===== config.mk =====
export PLATFORM = sky130hd
export DESIGN_NAME = eth_phy_10g_link_ctrl
export DESIGN_NICKNAME = d
export VERILOG_FILES = /design/src/rtl/eth_phy_10g_link_ctrl.sv
export SDC_FILE = /design/constraint.sdc
export NUM_CORES = 1
export LEC_CHECK = 0
export ABC_AREA = 1
export CORE_UTILIZATION = 40
export DETAILED_ROUTE_END_ITERATION = 8
export GPL_ROUTABILITY_DRIVEN = 0
export GPL_TIMING_DRIVEN = 1
export SYNTH_ARGS = -nofsm -noshare
export SYNTH_HDL_FRONTEND = slang
export SYNTH_SLANG_ARGS = --single-unit
export TNS_END_PERCENT = 1

===== constraint.sdc =====
create_clock -name clk -period 2 [get_ports clk]
set_input_delay 0.3 -clock clk [delete_from_list [all_inputs] [get_ports clk]]
set_output_delay 0.3 -clock clk [all_outputs]
set_load 0.01 [all_outputs]

===== src/rtl/eth_phy_10g_link_ctrl.sv =====
// Link bring-up, supervision and PRBS31 loopback test sequencer for the 10GBASE-R PHY.
// Runs in the PHY rx_clk domain and drives the PHY cfg_* and SERDES receiver reset.
module eth_phy_10g_link_ctrl #(
  parameter int unsigned RESET_CYCLES   = 16,
  parameter int unsigned LOCK_TIMEOUT   = 1024,
  parameter int unsigned STATUS_TIMEOUT = 4096,
  parameter int unsigned MAX_RETRY      = 7,
  parameter int unsigned PRBS_SETTLE    = 4,
  parameter int unsigned PRBS_LEN_WIDTH = 16,
  parameter int unsigned ERR_WIDTH      = 16
) (
  input  logic                      clk,
  input  logic                      rst,
  input  logic                      rx_block_lock,
  input  logic                      rx_status,
  input  logic                      rx_high_ber,
  input  logic [6:0]                rx_error_count,
  input  logic                      serdes_rx_reset_req,
  input  logic                      restart,
  input  logic                      prbs_start,
  input  logic [PRBS_LEN_WIDTH-1:0] prbs_len,
  output logic                      serdes_rst,
  output logic                      cfg_tx_prbs31_enable,
  output logic                      cfg_rx_prbs31_enable,
  output logic                      link_up,
  output logic                      fault,
  output logic [3:0]                retry_count,
  output logic                      prbs_busy,
  output logic                      prbs_done,
  output logic                      prbs_pass,
  output logic [ERR_WIDTH-1:0]      prbs_err_total,
  output logic                      high_ber_seen,
  output logic [2:0]                state
);

  typedef enum logic [2:0] {
    S_RESET  = 3'd0,
    S_LOCK   = 3'd1,
    S_STATUS = 3'd2,
    S_UP     = 3'd3,
    S_PRBS   = 3'd4,
    S_FAULT  = 3'd5
  } state_t;

  localparam int unsigned MAX_A   = (RESET_CYCLES > LOCK_TIMEOUT) ? RESET_CYCLES : LOCK_TIMEOUT;
  localparam int unsigned MAX_B   = (MAX_A > STATUS_TIMEOUT) ? MAX_A : STATUS_TIMEOUT;
  localparam int unsigned CNT_MAX = (MAX_B > PRBS_SETTLE + 1) ? MAX_B : PRBS_SETTLE + 1;
  localparam int unsigned CNT_W   = $clog2(CNT_MAX + 1);

  localparam logic [CNT_W-1:0] RST_LAST  = CNT_W'(RESET_CYCLES - 1);
  localparam logic [CNT_W-1:0] LOCK_LAST = CNT_W'(LOCK_TIMEOUT - 1);
  localparam logic [CNT_W-1:0] STAT_LAST = CNT_W'(STATUS_TIMEOUT - 1);
  localparam logic [CNT_W-1:0] SETTLE_C  = CNT_W'(PRBS_SETTLE);

  state_t                    state_q, state_d;
  logic [CNT_W-1:0]          cnt_q, cnt_d;
  logic [3:0]                retry_q, retry_d;
  logic [PRBS_LEN_WIDTH-1:0] rem_q, rem_d;
  logic [ERR_WIDTH-1:0]      err_q, err_d;
  logic                      pass_q, pass_d;
  logic                      done_q, done_d;
  logic                      hb_q, hb_d;
  logic                      srst_q, en_q, link_q, fault_q, busy_q;

  logic                      reenter;
  logic                      take_retry;
  logic [3:0]                retry_inc;
  logic [ERR_WIDTH:0]        err_sum;
  logic [ERR_WIDTH-1:0]      err_sat;

  always_comb begin
    err_sum   = {1'b0, err_q} + (ERR_WIDTH + 1)'(rx_error_count);
    err_sat   = err_sum[ERR_WIDTH] ? '1 : err_sum[ERR_WIDTH-1:0];
    retry_inc = retry_q + 4'd1;
  end

  always_comb begin
    state_d    = state_q;
    cnt_d      = cnt_q + CNT_W'(1);
    retry_d    = retry_q;
    rem_d      = rem_q;
    err_d      = err_q;
    pass_d     = pass_q;
    done_d     = 1'b0;
    hb_d       = hb_q | ((state_q == S_UP) && rx_high_ber);
    reenter    = 1'b0;
    take_retry = 1'b0;

    if (serdes_rx_reset_req && (state_q != S_FAULT)) begin
      state_d = S_RESET;
      reenter = 1'b1;
    end else if (restart) begin
      state_d = S_RESET;
      reenter = 1'b1;
      retry_d = '0;
      hb_d    = 1'b0;
    end else begin
      unique case (state_q)
        S_RESET: if (cnt_q == RST_LAST) state_d = S_LOCK;
        S_LOCK: begin
          if (rx_block_lock)           state_d    = S_STATUS;
          else if (cnt_q == LOCK_LAST) take_retry = 1'b1;
        end
        S_STATUS: begin
          if (rx_status) begin
            state_d = S_UP;
            retry_d = '0;
          end else if (!rx_block_lock) begin
            state_d = S_LOCK;
          end else if (cnt_q == STAT_LAST) begin
            take_retry = 1'b1;
          end
        end
        S_UP: begin
          if (!rx_block_lock)  state_d = S_LOCK;
          else if (!rx_status) state_d = S_STATUS;
          else if (prbs_start && (prbs_len != '0)) begin
            state_d = S_PRBS;
            rem_d   = prbs_len;
            err_d   = '0;
            pass_d  = 1'b0;
          end
        end
        S_PRBS: begin
          // Counter freezes once settle has elapsed so long tests cannot wrap it.
          if (cnt_q >= SETTLE_C) begin
            cnt_d = cnt_q;
            if (!rx_block_lock) begin
              state_d = S_LOCK;
              done_d  = 1'b1;
              pass_d  = 1'b0;
            end else begin
              err_d = err_sat;
              rem_d = rem_q - PRBS_LEN_WIDTH'(1);
              if (rem_q == PRBS_LEN_WIDTH'(1)) begin
                state_d = S_STATUS;
                done_d  = 1'b1;
                pass_d  = (err_sat == '0);
              end
            end
          end
        end
        S_FAULT: ;
        default: state_d = S_RESET;
      endcase
    end

    if (take_retry) begin
      retry_d = retry_inc;
      state_d = (retry_inc == 4'(MAX_RETRY)) ? S_FAULT : S_RESET;
    end

    if (reenter && (state_q == S_PRBS)) begin
      done_d = 1'b1;
      pass_d = 1'b0;
    end

    if (reenter || (state_d != state_q)) cnt_d = '0;
  end

  always_ff @(posedge clk) begin
    if (rst) begin
      state_q <= S_RESET;
      cnt_q   <= '0;
      retry_q <= '0;
      rem_q   <= '0;
      err_q   <= '0;
      pass_q  <= 1'b0;
      done_q  <= 1'b0;
      hb_q    <= 1'b0;
      srst_q  <= 1'b1;
      en_q    <= 1'b0;
      link_q  <= 1'b0;
      fault_q <= 1'b0;
      busy_q  <= 1'b0;
    end else begin
      state_q <= state_d;
      cnt_q   <= cnt_d;
      retry_q <= retry_d;
      rem_q   <= rem_d;
      err_q   <= err_d;
      pass_q  <= pass_d;
      done_q  <= done_d;
      hb_q    <= hb_d;
      srst_q  <= (state_d == S_RESET);
      en_q    <= (state_d == S_PRBS);
      link_q  <= (state_d == S_UP);
      fault_q <= (state_d == S_FAULT);
      busy_q  <= (state_d == S_PRBS);
    end
  end

  assign serdes_rst           = srst_q;
  assign cfg_tx_prbs31_enable = en_q;
  assign cfg_rx_prbs31_enable = en_q;
  assign link_up              = link_q;
  assign fault                = fault_q;
  assign retry_count          = retry_q;
  assign prbs_busy            = busy_q;
  assign prbs_done            = done_q;
  assign prbs_pass            = pass_q;
  assign prbs_err_total       = err_q;
  assign high_ber_seen        = hb_q;
  assign state                = state_q;

endmodule


==> run metrics, run 1 <==
type of the worst setup path=in -> reg; count of flip-flops with a built-in enable after synthesis=0; detail-routed via count per cell=4.93; Root Buffer=clkbuf_8; number of violations of the max-capacitance limit=0; TritonCTS sink count=59; Hold Path Depth=2; most repeated library cell on the critical path=nand2_1; simple-gate share of the synthesized area=38.9%; sort of element at the start of the critical path=primary input; diodes inserted=0; Antenna Violating Nets Remaining=0; HPWL after DPL=8.82 mm; number of ports placed on the die boundary=63; via count of the first global-routing pass=4275; post-synthesis instance total=653; number of DRC violations after detailed-routing iteration 0=199; Synth async-reset ratio=0%; CP required=2.28 ns; clock latency reported for the late side of the worst-skew pair=0.34 ns; fraction of synthesized area in multiplexers=0%; sw frac=23.4%; count leader, synth=nand2_1; Register-to-Register Path Depth=16; Synth Area in Compound Gates=13.2%; part of the power in combinational logic=9.6%; area enclosed by the die boundary=10600 um^2; peak supply drop=0.000360 V; proportion of layout cells with a drive suffix above 1=21.8%; cell taking the most area after synthesis=dfxtp_1; DRC Markers=0; Final setup violation count=1; DRT Pass-1 Iters=5; footprint of the multi-input gates=2690 um^2; top cell type's share of synthesized area=28.9%; wire length of the first global-routing pass=19.4 mm; min cycle time layout=2.01 ns; clock tree from TritonCTS=done; total gr overflow=0; average size of a mapped cell=6.26 um^2; internal power=0.00184 W; number of vias in the routed layout=4600; transition time at the pin with the least slew margin=0.573 ns; starting density of the core=41.6%; post-route cell area=5900 um^2; share of the cycle needed by the critical path after routing=100%; overall routed net length=11.8 mm; total of flip-flops plus latches after synthesis=59; share of synthesized area occupied by flip-flops and latches=28.9%; number of H-tree branching levels=3; fraction of synthesized cell area in xor and xnor cells=4.71%; post-route worst setup slack=-0.00509 ns; number of port buffers=62; Global Route Usage Sum=23.2%; number of clock buffers inserted by TritonCTS=9; maximum single-stage delay on the critical path=0.41 ns; achievable clock frequency=0.499 GHz; synthesized net count=698; maximum number of pins on one net before global-route repair=23; area after detailed placement=5500 um^2; final-layout worst hold slack=0.479 ns; netlist area before placement=4090 um^2; worst-case clock skew=0.00866 ns; sequence of cells on the critical path=clkdlybuf4s50_1 > ha_1 > buf_4 > nand2_1 > inv_1 > nand2_1 > nand2_1 > nand2_1 > nand3_1 > nand2_1 > nand3_1 > nor2_1 > nand4_1 > nor2_1 > nor2_1 > nor2_1; result of the run=finished, violations left; antenna violations before repair=0; worst slew margin relative to its limit=61.5%; hold violation total from the final report=0; aggregate negative setup slack=-0.00509 ns; Yosys Warn Count=0; clock power share=41.5%; count of final max-slew check failures=0; Die Y=103 um; Max Fanout on Critical Path=3; critical path arrival=2.28 ns; width of the die=103 um; total power density per cell area=408 nW/um^2; top area cells in the synthesized netlist=dfxtp_1 29%, nand2_1 16%, nor2_1 7.3%; Longest Clk Path Bufs=2; Register Area=1180 um^2; Worst path slowest cell=clkdlybuf4s50_1; leakage power=2.48 nW; Synth top cells by count=179 x nand2_1, 80 x nor2_1, 74 x inv_1; core area=9820 um^2; Primary FF master, synth=dfxtp_1; number of cell rows=36; Overall Power=0.00241 W; net load switching power=0.000563 W; main combinational cell family by area after synthesis=simple AND/OR/NAND/NOR gates; failing checks=setup timing; setup repair after global routing missed its margin=yes; count of different cell masters after synthesis=40; Worst setup EP type=flip-flop; Hold-fix buffers, CTS=0; post-synthesis adder-cell area fraction=4.47%; # fillers=969; worst hold-check path type=reg -> reg; layout overhead on the synthesized area=44.2%; post-CTS clock slew at the launch and capture registers of the worst setup and hold paths=0.06 ns; average routed wire per standard cell=12.7 um; part of the total power dissipated in sequential elements=48.9%; total number of nets in the final design=842; Post-Place Worst Slack=-0.622 ns
==> per-stage QoR <==
step | util, % | std cells
finish | 60.0 | 934
global route | 60.0 | 934
CTS | 58.5 | 930
detailed placement | 56.0 | 915
global placement | 56.0 | 915
floorplan | - | 653
==> path summary, 6_finish.rpt <==
check                      endpoint         startpoint  slack (ns)
setup / recovery          prbs_pass  rx_error_count[5]      -0.005
hold / removal    prbs_err_total[6]  prbs_err_total[6]        0.48
setup reg to reg           cnt_q[5]           cnt_q[1]        0.02
hold reg to reg   prbs_err_total[6]  prbs_err_total[6]        0.48
==> metal layers <==
metal / track usage [%] / share of wire, % / up-vias
met3: 3.46 / 3.3 / 12
met4: 7.26 / 1.3 / 0
met1: 30.1 / 47 / 2095
met5: 0 / 0 / -
met2: 39.7 / 49 / 93
li1: - / - / 2400
==> worst max-delay path, delay by kind of cell <==
kind                     cells  cell delay [ns]
AND/OR/NAND/NOR             12             1.03
buffers and inverters        3             0.63
adder cells (fa/ha/maj)      1             0.34
==> sequential cells by signal, indices dropped and copies added (netlist names) <==
name and flops:
state 3, cnt_q 13, prbs_busy 1, rem_q 16, fault 1, high_ber_seen 1
retry_count 4, prbs_err_total 16, link_up 1, serdes_rst 1, prbs_done 1, prbs_pass 1
==> layout by cell type (no fill, tap or decap), drive strengths merged <==
master,count
nor2,85
clkinv,3
clkdlybuf4s50,60
nor3,25
a21boi,1
xor2,17
nor4,3
ha,13
nor3b,1
nand2,183
dlygate4sd2,1
o21ai,42
dlymetal6s2s,1
and2,1
nand3,44
fa,1
clkbuf,13
dfxtp,59
inv,78
a211oi,3
o211ai,1
xnor2,5
a21oi,43
o21bai,1
or2,2
buf,90
nand3b,5
nand4,11
a221oi,2
a31oi,7
==> power by group through the flow <==
stage                     sequential [W]  clock, W  combinational (W)
after CTS                        0.00118   0.00103           0.000227
final                            0.00118  0.000999           0.000231
after global routing             0.00118   0.00109           0.000253
after global placement           0.00120         0           0.000223
after floorplan                  0.00120         0          0.0000777
after detailed placement         0.00120         0           0.000224
==> layout make-up <==
type / count / share of cell area (%)
multi-input combinational: 496 / 45.7
sequential: 59 / 20.1
tap: 133 / 2.82
timing repair buffer: 152 / 23.2
clock inverter: 2 / 0.170
inverter: 79 / 5.16
clock buffer: 13 / 2.87
==> logic make-up after synthesis <==
family	count (synthesis)
AO/OA/AOI/OAI	100
XOR/XNOR	22
flip-flops	59
buffers and inverters	98
adder cells (fa/ha/maj)	14
AND/OR/NAND/NOR	360
==> what timing repair did <==
item	CTS	global route
endpoints found under the setup margin	41	55
setup buffers	0	4
pin swaps	10	17
resized for setup	19	34
Power figures use the tool's default switching activity.
==> run 2, diff against run 1 <==
- CORE_UTILIZATION: 40 -> 50
- PLACE_DENSITY: default -> 0.78
- RECOVER_POWER: default -> 100
==> run metrics, run 2 (synthesized netlist as in run 1, its figures left out) <==
result of the run=finished, violations left (unchanged); failing checks=setup timing (unchanged); number of DRC violations after detailed-routing iteration 0=249 (was 199); average routed wire per standard cell=13.1 um (was 12.7 um); type of the worst setup path=reg -> reg (was in -> reg); CP required=2.30 ns (was 2.28 ns); total power density per cell area=463 nW/um^2 (was 408 nW/um^2); commonest non-fill, non-tap cell in the layout=nand2_1 (unchanged); maximum number of pins on one net before global-route repair=24 (was 23); post-route worst setup slack=-0.115 ns (was -0.00509 ns); number of ports placed on the die boundary=63 (unchanged); wire length of the first global-routing pass=19.1 mm (was 19.4 mm); Root Buffer=clkbuf_8 (unchanged); achievable clock frequency=0.473 GHz (was 0.499 GHz); part of the total power dissipated in sequential elements=45.3% (was 48.9%); DRC Markers=0 (unchanged); peak supply drop=0.000476 V (was 0.000360 V); layout overhead on the synthesized area=37.1% (was 44.2%); Register-to-Register Path Depth=16 (unchanged); number of cell rows=32 (was 36); Max Fanout on Critical Path=3 (unchanged); clock tree from TritonCTS=done (unchanged); leakage power=2.46 nW (was 2.48 nW); commonest cells after routing, fill and taps aside=172 x nand2_1, 80 x nor2_1, 70 x inv_1, 62 x buf_4, 56 x dfxtp_1 (was 168 x nand2_1, 83 x buf_4, 76 x nor2_1, 68 x inv_1, 60 x clkdlybuf4s50_1); number of vias in the routed layout=4697 (was 4600); number of violations of the max-capacitance limit=0 (unchanged); sw frac=23.5% (was 23.4%); internal power=0.00199 W (was 0.00184 W); total gr overflow=0 (unchanged); Longest Clk Path Bufs=2 (unchanged); TritonCTS sink count=59 (unchanged); worst slew margin relative to its limit=58.3% (was 61.5%); clock latency reported for the late side of the worst-skew pair=0.36 ns (was 0.34 ns); number of clock buffers inserted by TritonCTS=9 (unchanged); number of port buffers=62 (unchanged); # fillers=662 (was 969); worst-case clock skew=0.0100 ns (was 0.00866 ns); antenna violations before repair=0 (unchanged); Hold Path Depth=2 (unchanged); share of the cycle needed by the critical path after routing=106% (was 100%); Overall Power=0.00260 W (was 0.00241 W); Hold-fix buffers, CTS=0 (unchanged); Antenna Violating Nets Remaining=0 (unchanged); total number of nets in the final design=819 (was 842); starting density of the core=52.4% (was 41.6%); Global Route Usage Sum=27.6% (was 23.2%); net load switching power=0.000610 W (was 0.000563 W); HPWL after DPL=8.37 mm (was 8.82 mm); clock power share=46.9% (was 41.5%); overall routed net length=11.5 mm (was 11.8 mm); hold violation total from the final report=0 (unchanged); Post-Place Worst Slack=-0.649 ns (was -0.622 ns); DRT Pass-1 Iters=6 (was 5); worst hold-check path type=reg -> reg (unchanged); transition time at the pin with the least slew margin=0.621 ns (was 0.573 ns); area enclosed by the die boundary=8540 um^2 (was 10600 um^2); utilization after layout=71.8% (was 60.0%); count of final max-slew check failures=0 (unchanged); Worst setup EP type=flip-flop (unchanged); via count of the first global-routing pass=4438 (was 4275); setup repair after global routing missed its margin=yes (unchanged); part of the power in combinational logic=7.9% (was 9.6%); Final setup violation count=3 (was 1); min cycle time layout=2.11 ns (was 2.01 ns); core area=7810 um^2 (was 9820 um^2); critical path arrival=2.41 ns (was 2.28 ns); diodes inserted=0 (unchanged); post-CTS clock slew at the launch and capture registers of the worst setup and hold paths=0.07 ns (was 0.06 ns); detail-routed via count per cell=5.33 (was 4.93); width of the die=92.4 um (was 103 um); number of H-tree branching levels=3 (unchanged); Die Y=92.4 um (was 103 um); sort of element at the start of the critical path=flip-flop (was primary input); proportion of layout cells with a drive suffix above 1=17.8% (was 21.8%)
[run 2: cell count changes in the layout (fill, tap and decap cells not counted), moves of 4 or more]
cell and delta:
dlygate4sd3_1 +32, clkdlybuf4s50_1 -31, buf_4 -21, nand2_2 -5
nand2_1 +4, nor2_1 +4
[run 2: final cells by class]
type                       instances  area, um^2  area share, %
multi-input combinational        496        2630           46.9
sequential                        59        1180           21.1
inverter                          79         304           5.42
clock buffer                      10         128           2.28
clock inverter                     6        90.1           1.61
tap                              102         128           2.28
timing repair buffer             129        1140           20.4
[run 2: what timing repair did]
item | CTS | global route
endpoints found under the hold margin | 0 | 0
setup buffers | 0 | 0
pin swaps | 8 | 12
setup endpoints to repair | 30 | 52
resized for setup | 12 | 24
[run 2: worst paths after layout]
check                                        from       endpoint  slack [ns]
worst max-delay path            prbs_err_total[0]      prbs_pass       -0.11
worst min-delay path                high_ber_seen  high_ber_seen        0.48
worst max register to register  prbs_err_total[0]      prbs_pass       -0.11
worst min register to register      high_ber_seen  high_ber_seen        0.48
[run 2: per-layer routing]
layer  wire [um]  up-vias  global-route usage [%]
li1            -     2354                       -
met1        4840     2143                    32.6
met2        5680      167                    47.2
met3         689       33                    5.91
met4         308        0                    13.0
met5           0        -                       0
[run 2: worst max-delay path, stage by stage (launching register included)]
cell	delay, ns
dfxtp_2	0.36
ha_4	0.15
inv_2	0.04
fa_2	0.35
inv_2	0.09
nand2_1	0.05
nand2_1	0.08
nand2_1	0.06
nor2_1	0.10
nand3_1	0.09
nor2_1	0.10
nand3_1	0.09
nor2_1	0.10
nand4_1	0.10
nor2_1	0.15
nor2_1	0.06
nor2_1	0.09
[run 2: power by group through the flow]
stage / clock (W) / combinational, W / sequential, W
after floorplan: 0 / 0.0000777 / 0.00120
after global placement: 0 / 0.000195 / 0.00120
after detailed placement: 0 / 0.000198 / 0.00120
after CTS: 0.00123 / 0.000201 / 0.00118
after global routing: 0.00130 / 0.000221 / 0.00118
final: 0.00122 / 0.000204 / 0.00118
[run 2: per-stage QoR]
stage / instances / area [um^2] / hold WS, ns / TNS [ns]
4_1_cts: 881 / 5560 / 0.483 / -0.0675
5_1_grt: 881 / 5610 / 0.495 / -4.44
3_3_place_gp: 865 / 5290 / 0.461 / -12.53
3_5_place_dp: 865 / 5290 / 0.471 / -15.85
2_1_floorplan: 653 / 4110 / 0.416 / 0
6_report: 881 / 5610 / 0.482 / -0.148
==> run 3, diff against run 2 <==
- GPL_ROUTABILITY_DRIVEN: 0 -> default
==> run metrics, run 3 (synthesized netlist as in run 1, its figures left out) <==
diodes inserted=0 (unchanged); DRC Markers=0 (unchanged); total gr overflow=0 (unchanged); Register Area=1190 um^2 (was 1180 um^2); commonest non-fill, non-tap cell in the layout=nand2_1 (unchanged); HPWL after DPL=8.39 mm (was 8.37 mm); number of violations of the max-capacitance limit=0 (unchanged); worst hold-check path type=reg -> reg (unchanged); core area=7810 um^2 (unchanged); Antenna Violating Nets Remaining=0 (unchanged); hold path start=high_ber_seen (unchanged); starting density of the core=52.4% (unchanged); most repeated library cell on the critical path=nor2_1 (unchanged); clock latency reported for the late side of the worst-skew pair=0.34 ns (was 0.36 ns); setup repair after global routing missed its margin=yes (unchanged); TritonCTS sink count=59 (unchanged); post-route worst setup slack=-0.123 ns (was -0.115 ns); via count of the first global-routing pass=4462 (was 4438); Register-to-Register Path Depth=16 (unchanged); average routed wire per standard cell=13.3 um (was 13.1 um); weighted congestion at the end of routability-driven global placement=0.914; Die Y=92.4 um (unchanged); proportion of layout cells with a drive suffix above 1=21.9% (was 17.8%); min cycle time layout=2.12 ns (was 2.11 ns); total power density per cell area=454 nW/um^2 (was 463 nW/um^2); leakage power=2.54 nW (was 2.46 nW); area enclosed by the die boundary=8540 um^2 (unchanged); maximum single-stage delay on the critical path=0.40 ns (was 0.36 ns); area after detailed placement=5320 um^2 (was 5290 um^2); Worst path slowest cell=fa_2 (was dfxtp_2); layout overhead on the synthesized area=42.0% (was 37.1%); number of cell rows=32 (unchanged); Root Buffer=clkbuf_8 (unchanged); worst slew margin relative to its limit=48.9% (was 58.3%); number of DRC violations after detailed-routing iteration 0=281 (was 249); wire length of the first global-routing pass=19.1 mm (about the same); number of clock buffers inserted by TritonCTS=9 (unchanged); critical path arrival=2.39 ns (was 2.41 ns); share of the cycle needed by the critical path after routing=106% (about the same); Final setup violation count=2 (was 3); Longest Clk Path Bufs=2 (unchanged); transition time at the pin with the least slew margin=0.760 ns (was 0.621 ns); sequence of cells on the critical path=ha_4 > inv_2 > fa_2 > inv_2 > nand3_2 > nand3_4 > nand2_4 > nand2_8 > nand2_4 > nand2_2 > o21ai_2 > nor2_1 > nand4_1 > nor2_1 > nor2_1 > nor2_1 (was ha_4 > inv_2 > fa_2 > inv_2 > nand2_1 > nand2_1 > nand2_1 > nor2_1 > nand3_1 > nor2_1 > nand3_1 > nor2_1 > nand4_1 > nor2_1 > nor2_1 > nor2_1); detail-routed via count per cell=5.37 (was 5.33); failing checks=setup timing (unchanged); footprint of the multi-input gates=2720 um^2 (was 2630 um^2); CP required=2.27 ns (was 2.30 ns); Global Route Usage Sum=27.1% (was 27.6%); final-layout worst hold slack=0.473 ns (was 0.482 ns); number of H-tree branching levels=3 (unchanged); hold violation total from the final report=0 (unchanged); DRT Pass-1 Iters=5 (was 6); commonest cells after routing, fill and taps aside=162 x nand2_1, 75 x nor2_1, 66 x inv_1, 61 x buf_4, 53 x dfxtp_1 (was 172 x nand2_1, 80 x nor2_1, 70 x inv_1, 62 x buf_4, 56 x dfxtp_1); post-CTS clock slew at the launch and capture registers of the worst setup and hold paths=0.07 ns (about the same); clock tree from TritonCTS=done (unchanged); number of port buffers=62 (unchanged); number of ports placed on the die boundary=63 (unchanged); worst-case clock skew=0.00904 ns (was 0.0100 ns); result of the run=finished, violations left (unchanged); total number of nets in the final design=825 (was 819); post-route cell area=5810 um^2 (was 5610 um^2); number of vias in the routed layout=4759 (was 4697); type of the worst setup path=reg -> reg (unchanged); Max Fanout on Critical Path=4 (was 3); overall routed net length=11.8 mm (was 11.5 mm); Worst setup EP type=flip-flop (unchanged); achievable clock frequency=0.471 GHz (was 0.473 GHz); FF-to-FF Start=prbs_err_total[0] (unchanged); register-to-register setup slack=-0.12 ns (was -0.11 ns); worst flop-to-flop path endpoint=prbs_pass (unchanged); Hold-fix buffers, CTS=0 (unchanged); Top delay family on crit path=simple AND/OR/NAND/NOR gates (unchanged); buffering stage count on the worst path with inverters included=2 (unchanged); maximum number of pins on one net before global-route repair=24 (unchanged); Hold Path Depth=2 (unchanged); width of the die=92.4 um (unchanged); peak supply drop=0.000651 V (was 0.000476 V); sort of element at the start of the critical path=flip-flop (unchanged); count of final max-slew check failures=0 (unchanged); # fillers=643 (was 662); antenna violations before repair=0 (unchanged); Worst Hold End=high_ber_seen (unchanged)
## run 3: cell types whose count changed in the layout (fill, tap and decap cells not counted), moves of 4 or more
| cell | before | now |
|---|---|---|
| buf_6 | 0 | 4 |
| inv_1 | 70 | 66 |
| inv_2 | 6 | 11 |
| nand2_1 | 172 | 162 |
| nand2_2 | 8 | 17 |
| nor2_1 | 80 | 75 |
| nor2_2 | 3 | 7 |
| o21ai_1 | 0 | 4 |
## run 3: where the power goes
part / switching (W) / internal [W] / total, W / leakage [nW]
clock network: 0.000479 / 0.000768 / 0.00125 / 0.113
logic: 0.0000987 / 0.000112 / 0.000211 / 1.95
registers: 0.00000116 / 0.00118 / 0.00118 / 0.478
## run 3: worst max-delay path by stage
stage,from,to,slack (ns),cells past startpoint
floorplan,prbs_err_total[0],prbs_pass,0.02,16
CTS,prbs_err_total[0],prbs_pass,-0.01,16
global route,prbs_err_total[0],prbs_pass,-0.28,16
finish,prbs_err_total[0],prbs_pass,-0.12,16
detailed placement,rx_error_count[0],prbs_pass,-0.60,17
global placement,rx_error_count[0],prbs_pass,-0.51,17
## run 3: worst min-delay path, cell delays in order, from the launching register on
cell      delay (ns)
dfxtp_1         0.31
inv_1           0.05
a221oi_1        0.07
## run 3: layer usage
metal,vias to the layer above,part of all wire [%],global-route usage (%)
met4,0,2.5,9.38
met3,36,5.1,4.35
met2,150,50,48.3
met1,2205,42,32.8
met5,-,0,0
li1,2368,-,-
## run 3: area by class of cell
| cell class | count | share of cell area, % |
|---|---|---|
| Inverter | 79 | 5.24 |
| Timing Repair Buffer | 135 | 21.3 |
| Clock inverter | 4 | 1.25 |
| Clock buffer | 12 | 2.67 |
| Multi-Input combinational cell | 496 | 46.9 |
| Tap cell | 102 | 2.20 |
| Sequential cell | 59 | 20.5 |
## run 3: per-stage QoR
step / TNS [ns] / worst slack, ns / total power [W] / std cells / utilization, %
3_5_place_dp: -12.70 / -0.596 / 0.00140 / 864 / 68.2
6_report: -0.132 / -0.123 / 0.00263 / 887 / 74.4
4_1_cts: -0.0143 / -0.0143 / 0.00264 / 883 / 71.7
5_1_grt: -3.79 / -0.281 / 0.00272 / 887 / 74.4
3_3_place_gp: -11.19 / -0.506 / 0.00140 / 864 / 68.2
2_1_floorplan: 0 / 0.0214 / 0.00128 / 653 / -
## run 3: timing repair
action / CTS / global route
cloned: 0 / 0
resized for setup: 12 / 62
pin swaps: 12 / 21
setup endpoints to repair: 22 / 54
buffers inserted: 3 / 4
